`src/rtl/byte_unit_pkg.sv`:
```
// Shared constants, opcode decode and writeback record for byte_unit.
// Optional sumb support is selected by the BYTE_UNIT_SUMB_EN macro.
package byte_unit_pkg;

  localparam int OP_W   = 11;
  localparam int ADDR_W = 7;
  localparam int DATA_W = 128;
  localparam int IMM_W  = 18;

  localparam logic [0:OP_W-1] OP_CNTB  = 11'b01010110100;
  localparam logic [0:OP_W-1] OP_AVGB  = 11'b00011010011;
  localparam logic [0:OP_W-1] OP_ABSDB = 11'b00001010011;
  localparam logic [0:OP_W-1] OP_SUMB  = 11'b01001010011;
  localparam logic [2:0]      FMT_RR   = 3'b000;

  typedef enum logic [2:0] {
    SEL_NONE,
    SEL_CNTB,
    SEL_AVGB,
    SEL_ABSDB,
    SEL_SUMB
  } op_sel_e;

  // Without the sumb build option its opcode decodes like any unknown op.
`ifdef BYTE_UNIT_SUMB_EN
  localparam op_sel_e SUMB_SEL = SEL_SUMB;
`else
  localparam op_sel_e SUMB_SEL = SEL_NONE;
`endif

  typedef struct packed {
    logic [0:DATA_W-1] data;
    logic [0:ADDR_W-1] addr;
    logic              we;
  } wb_t;

  function automatic op_sel_e decode_op(input logic [0:OP_W-1] op,
                                        input logic [2:0]      fmt);
    decode_op = SEL_NONE;
    if (fmt == FMT_RR) begin
      case (op)
        OP_CNTB:  decode_op = SEL_CNTB;
        OP_AVGB:  decode_op = SEL_AVGB;
        OP_ABSDB: decode_op = SEL_ABSDB;
        OP_SUMB:  decode_op = SUMB_SEL;
        default:  decode_op = SEL_NONE;
      endcase
    end
  endfunction

endpackage

```
`src/rtl/byte_unit_lane.sv`:
```
// One byte lane: popcount, rounded average and absolute difference.
module byte_unit_lane (
  input  logic [7:0] a,
  input  logic [7:0] b,
  output logic [7:0] cnt,
  output logic [7:0] avg,
  output logic [7:0] absd
);

  logic [3:0] ones;
  logic [8:0] avg_sum;

  always_comb begin
    ones = '0;
    for (int i = 0; i < 8; i++) ones = ones + {3'b000, a[i]};
  end

  assign cnt     = {4'b0000, ones};
  assign avg_sum = {1'b0, a} + {1'b0, b} + 9'd1;
  assign avg     = avg_sum[8:1];
  assign absd    = (b >= a) ? (b - a) : (a - b);

endmodule

```
`src/rtl/byte_unit.sv`:
```
// Byte-wise SIMD unit with a LATENCY-deep writeback pipeline.
// sumb is built only when BYTE_UNIT_SUMB_EN is defined.
module byte_unit
  import byte_unit_pkg::*;
#(
  parameter int LATENCY = 3
) (
  input  logic              clk,
  input  logic              reset,
  input  logic [0:OP_W-1]   op,
  input  logic [2:0]        format,
  input  logic [0:ADDR_W-1] rt_addr,
  input  logic [0:DATA_W-1] ra,
  input  logic [0:DATA_W-1] rb,
  input  logic [0:IMM_W-1]  imm,
  input  logic              reg_write,
  output logic [0:DATA_W-1] rt_wb,
  output logic [0:ADDR_W-1] rt_addr_wb,
  output logic              reg_write_wb
);

  localparam int NB = DATA_W / 8;

  op_sel_e           op_sel;
  logic [0:DATA_W-1] result;
  logic [7:0]        cnt_b  [NB];
  logic [7:0]        avg_b  [NB];
  logic [7:0]        absd_b [NB];
  wb_t               pipe_d [LATENCY];
  wb_t               pipe_q [LATENCY];

  // No supported op reads the immediate.
  logic unused_imm;
  assign unused_imm = ^imm;

  for (genvar k = 0; k < NB; k++) begin : g_lane
    byte_unit_lane u_lane (
      .a    (ra[8*k +: 8]),
      .b    (rb[8*k +: 8]),
      .cnt  (cnt_b[k]),
      .avg  (avg_b[k]),
      .absd (absd_b[k])
    );
  end

`ifdef BYTE_UNIT_SUMB_EN
  logic [9:0]        sum_a [DATA_W/32];
  logic [9:0]        sum_b [DATA_W/32];
  logic [0:DATA_W-1] sumb_res;

  always_comb begin
    sumb_res = '0;
    for (int w = 0; w < DATA_W/32; w++) begin
      sum_a[w] = {2'b00, ra[32*w +: 8]}    + {2'b00, ra[32*w+8 +: 8]}
               + {2'b00, ra[32*w+16 +: 8]} + {2'b00, ra[32*w+24 +: 8]};
      sum_b[w] = {2'b00, rb[32*w +: 8]}    + {2'b00, rb[32*w+8 +: 8]}
               + {2'b00, rb[32*w+16 +: 8]} + {2'b00, rb[32*w+24 +: 8]};
      sumb_res[32*w +: 16]    = {6'b000000, sum_b[w]};
      sumb_res[32*w+16 +: 16] = {6'b000000, sum_a[w]};
    end
  end
`endif

  always_comb begin
    op_sel = decode_op(op, format);
    result = '0;
    for (int k = 0; k < NB; k++) begin
      case (op_sel)
        SEL_CNTB:  result[8*k +: 8] = cnt_b[k];
        SEL_AVGB:  result[8*k +: 8] = avg_b[k];
        SEL_ABSDB: result[8*k +: 8] = absd_b[k];
        default:   result[8*k +: 8] = 8'h00;
      endcase
    end
`ifdef BYTE_UNIT_SUMB_EN
    if (op_sel == SEL_SUMB) result = sumb_res;
`endif
    // Unrecognized slots travel as bubbles: no data, no address, no write.
    pipe_d[0].data = result;
    pipe_d[0].addr = (op_sel != SEL_NONE) ? rt_addr : '0;
    pipe_d[0].we   = (op_sel != SEL_NONE) && reg_write;
    for (int i = 1; i < LATENCY; i++) pipe_d[i] = pipe_q[i-1];
  end

  always_ff @(posedge clk) begin
    if (!reset) begin
      for (int i = 0; i < LATENCY; i++) pipe_q[i] <= '0;
    end else begin
      for (int i = 0; i < LATENCY; i++) pipe_q[i] <= pipe_d[i];
    end
  end

  assign rt_wb        = pipe_q[LATENCY-1].data;
  assign rt_addr_wb   = pipe_q[LATENCY-1].addr;
  assign reg_write_wb = pipe_q[LATENCY-1].we;

endmodule

```
`config.mk`:
```
export PLATFORM = sky130hd
export DESIGN_NAME = byte_unit
export DESIGN_NICKNAME = d
export VERILOG_FILES = /design/src/rtl/byte_unit_pkg.sv /design/src/rtl/byte_unit_lane.sv /design/src/rtl/byte_unit.sv
export SDC_FILE = /design/constraint.sdc
export NUM_CORES = 1
export LEC_CHECK = 0
export ABC_CLOCK_PERIOD_IN_PS = 5690
export BUFFER_PORTS_ARGS = -buffer_cell sky130_fd_sc_hd__buf_4
export CELL_PAD_IN_SITES_DETAIL_PLACEMENT = 1
export CELL_PAD_IN_SITES_GLOBAL_PLACEMENT = 2
export CORE_AREA = 2 2 290 292
export DETAILED_ROUTE_END_ITERATION = 8
export DIE_AREA = 0 0 292 294
export PLACE_DENSITY = 0.83
export SLEW_MARGIN = 20
export SYNTH_ARGS = -nofsm -noshare
export SYNTH_HDL_FRONTEND = slang
export SYNTH_HIERARCHICAL = 1
export SYNTH_SLANG_ARGS = --single-unit
```
`constraint.sdc`:
```
create_clock -name clk -period 5.69 [get_ports clk]
set_input_delay 0 -clock clk [delete_from_list [all_inputs] [get_ports clk]]
set_output_delay 0 -clock clk [all_outputs]
set_load 0.01 [all_outputs]
```
# Word level (Yosys, flattened, before mapping)
# Memory sizes are Yosys's and may differ from the RTL's.
# Cells that the tools add are included.
# totals
reg_bits	0
mem_bits_rw	408
input_bits	298
out_inout_bits	136
mem_count	1
# memory_table
memory	words	width	read_ports	rd_ports_with_merged_regs	wr	line_no	text
pipe_q	3	136	3	0	3	byte_unit.sv:30	wb_t pipe_q [LATENCY];
# classes
add_sub_neg	176
order_cmp	16
eq_ne	6
mux	40
n_bitwise	3
n_reduce_logical	3
# ops
cell	count
$mux 136	3
$add 4x1->4	96
$pmux 8 s3	16
$sub 8x8->8	32
$add 8x8->9	16
$add 9x1->9 const B	16
$ge 8x8->1	16
$mux 8	16
$add 1x1->2	16
$eq 11x10->1 const B	1
$eq 11x7->1 const B	1
$eq 11x8->1 const B	1
$mux 7	1
$eq 3x2->1 const B	2
$pmux 2 s3	1
$eq 3x1->1 const B	1
$logic_not 3->1	1
$or 1x1->1	3
$reduce_bool 3->1	1
$mux 1	2
$mux 2	1
$logic_and 1x1->1	1

# Longest topological paths before layout
# logic_depth
word_depth	9
depth_mapped	11
mapped_depth_nobuf	11

# By module
# Netlist, hierarchy kept.
# modules_own_cells
module	instances	cells_per_inst	area_per_inst_um2	seq_area_each_um2
byte_unit	1	1156	12927.4	8167.8
byte_unit_lane at g_lane[14].u_lane ...	5	151	1222.4	0.0
byte_unit_lane at g_lane[0].u_lane ...	5	146	1187.4	0.0
byte_unit_lane at g_lane[4].u_lane ...	5	145	1158.6	0.0
byte_unit_lane at g_lane[9].u_lane	1	144	1154.9	0.0

# Least setup slack after synthesis
# No wires, ideal clock.
# synth_path
path_kind	input to register
start	input ra[79] (netlist bit)
end	memory pipe_q[0][58] (netlist bit)
setup_ns	0.128
arrival_ns	2.343
required_time_ns	5.562
path_slack_ns	3.219
stages	11
n_path_buf	0
cell_sequence	fa_1 inv_1 fa_1 fa_1 inv_1 ha_1 inv_1 fa_1 xnor2_1 nand2_1 o21ai_1
# synth_rtl
element	line_no	text
start, declared	byte_unit.sv:13	input logic [0:DATA_W-1] ra,
end, declared	byte_unit.sv:30	

==> qor.yml <==
yosys:
  synth_edf_count: 0
  synth_seq_cells: 408
  synth_cells: 3510
  synthArstFlopShare: 0
  synth_flop_cell: "dfxtp_1"
  syn_area_per_cell_um2: 9.10
  synth_cell_type_count: 61
  ys_warn_count: 6
  ys_seq_area_frac: 0.256
  synth.cell_area_um2: 31900
clocking:
  clock_sinks: 408
  insertion_delay_ns: 0.59
  clk_pin_slew_ns: 0.06
  post_cts_buffers: 0
  root_buffer: "clkbuf_16"
  htree_levels: 2
  cts_tree: "yes"
  cts_max_path_buffers: 3
  cts_made_buffers: 48
layout:
  largest_reg_flops: 408
  reg_top3: "pipe_q: 408 flops"
  drive_gt1_frac: 0.153
  nNetsFinal: 4681
  regMostFlops: "pipe_q"
  nFillCells: 9664
  area_growth_pct: 16.4
global_routing:
  antenna_found_initial: 9
  grt_pass1_vias: 25610
  grt_use_total: 0.194
  overflow: 0
  grt_pass1_wl_mm: 135
  grt_max_degree: 129
min_path:
  min_from: "rb[88]"
  min_path_type: "input pin to register"
sta:
  maxSlewViolCount: 0
  setup_tns_ns: 0
  final.min_clock_period_ns: 2.72
  post-route-period-util: 0.479
  max_freq_ghz: 0.367
  holdWs_ns: 0.0362
  setup-violations-final: 0
  grt_setup_unrepaired: "false"
  max_slew_margin: 0.267
  hold_viol_final: 0
  clock_skew_ns: 0.0140
  tightestPinTransition_ns: 1.10
run_status:
  outcome: "finished, final reports clean"
critical_path:
  critPathCaptureType: "register"
  crit_start: "ra[109]"
  worst-path-max-fanout: 10
  crit_path_start_kind: "input pin"
  cp.required_ns: 6.13
  crit_slowest_cell: "dlygate4sd3_1"
  rr_startpoint: "pipe_q[0][250]"
  worstPathArrival_ns: 3.17
  slowest_delay_ns: 0.57
  cp_cell_sequence: "dlygate4sd3_1 -> buf_4 -> inv_1 -> ha_1 -> o21bai_1 -> a21oi_1 -> o21bai_1 -> a2111oi_0 -> nor2_1 -> dlygate4sd3_1 -> mux2i_1 -> o21ai_1"
  crit_type: "input pin to register"
power_and_ir_drop:
  p_comb_frac: 0.302
  ir_drop_uv: 230
  clkPwrFrac: 0.367
  p_leak_nw: 17.8
  internal-power_mw: 5.89
  p_switching_mw: 2.72
  pwr-share-seq: 0.332
  p_per_area_nw_per_um2: 232
  switching_share: 0.316
routing:
  vias_per_cell: 4.81
  drcViolationCount: 0
  routedWlPerCell_um: 17.0
  postRouteAntennaNets: 0
  vias: 23953
  routed_wl_mm: 84.5
  dr.pass1.iters: 4
  drt-initial-drc-count: 616
placement:
  hpwl_mm: 66.7
  numPortBuffers: 415
  gp_congestion: 0.860
flow_run:
  drv_cap: 0
floorplan:
  row_count: 106
  die_h_um: 294
  num_io_pins: 434
  start_util: 0.385
  dieArea_um2: 85800
  coreArea_um2: 82900
  chipWidth_um: 292
-- what timing repair did --
item	in CTS	in global routing
hold buffers	46	0
endpoints found under the hold margin	47	0
resized for setup	0	0
-- cell type report --
class / instances / area, um^2 / share of cell area
Multi-Input combinational cell: 2444 / 20500 / 0.553
Sequential cell: 408 / 8170 / 0.220
Timing Repair Buffer: 468 / 3660 / 0.0985
Inverter: 485 / 1820 / 0.0490
Tap cell: 1080 / 1350 / 0.0364
Clock buffer: 60 / 1310 / 0.0352
Clock inverter: 26 / 305 / 0.00822
Antenna cell: 5 / 12.5 / 0.000337
-- power groups by stage --
stage / Sequential [mW] / Clock (mW) / Combinational, mW
floorplan: 2.92 / 0 / 1.95
global placement: 2.92 / 0 / 2.54
detailed placement: 2.92 / 0 / 2.59
CTS: 2.86 / 3.27 / 2.63
global route: 2.85 / 3.38 / 2.94
finish: 2.86 / 3.16 / 2.60
-- worst max-delay path: cells and delay by family --
kind	cells	cell delay (ns)
buf+inv	4	1.28
compound gates	5	1.15
fa+ha+maj	1	0.48
mux	1	0.13
simple gates	1	0.11
-- per-stage QoR --
stage          area, um^2  std cells   util  worst slack, ns  total power, mW
2_1_floorplan       32100       3558      -             3.22             4.87
3_3_place_gp        35100       4839  0.423             2.88             5.46
3_5_place_dp        35100       4839  0.423             2.87             5.51
4_1_cts             37100       4971  0.448             3.15             8.76
5_1_grt             37100       4972  0.448             2.68             9.17
6_report            37100       4976  0.448             2.97             8.61
-- cell usage in the layout (no fill, tap or decap), types with 12 or more instances in the layout --
master	count
a211oi_1	22
a21oi_1	156
nand3b_1	12
a2111oi_0	16
nor2b_1	26
mux2i_1	240
xor2_1	69
o31ai_1	15
o21a_1	30
xnor2_1	139
clkbuf_16	49
a21o_2	18
conb_1	64
dfxtp_1	408
nand2_1	188
nand4b_1	16
dlygate4sd3_1	46
nand4_1	13
buf_4	419
nand3_1	21
a21o_1	49
o21ai_0	41
o21ai_1	128
a31oi_1	65
o21bai_1	38
nor2_1	106
fa_1	112
ha_1	416
and2_1	280
inv_1	465
nand2b_1	21
-- final timing paths --
check | endpoint | slack (ns) | depth (start not counted)
worst min-delay path | pipe_q[0][47] | 0.04 | 6
worst max-delay path | pipe_q[0][31] | 2.97 | 12
worst max register to register | pipe_q[0][386] | 5.06 | 1
worst min register to register | pipe_q[0][176] | 0.42 | 1
-- per-layer routing --
metal / wire [um] / track usage
met5: 87 / 0
met2: 42300 / 0.356
met1: 36900 / 0.232
met3: 3390 / 0.0360
met4: 1840 / 0.0456
-- cell usage after synthesis (all sizes together) (11+ instances only) --
master     n  area, um^2
inv      475        1780
ha       416        5200
dfxtp    408        8170
and2     285        1790
mux2i    240        2400
nand2    188         706
a21oi    171         987
o21ai    170         862
buf      167        1390
xnor2    139        1220
fa       112        2240
nor2     107         402
xor2      69         604
a21o      67         526
a31oi     65         407
clkbuf    54         209
o21bai    38         285
a211oi    33         385
nand3     31         205
o21a      30         225
nor2b     26         163
nand2b    21         131
a311oi    20         294
nand4b    17         155
a2111oi   16         140
conb      16        60.1
o21ba     16         160
o31ai     15         113
nand4     13        81.3
nand3b    12        90.1
nor3      11        55.1
o31a      11        96.3
-- kinds of logic (layout without fill, tap and decap cells) --
logic type,count (synthesis),in the layout,share of synthesized area
buffers and inverters,706,1039,0.107
adder cells (fa/ha/maj),528,528,0.233
multiplexers,240,240,0.0752
flip-flops,408,408,0.256
AND/OR/NAND/NOR,725,725,0.122
other,16,69,0.00188
XOR/XNOR,208,208,0.0571
AO/OA/AOI/OAI,679,679,0.147
Power figures use the tool's default switching activity.
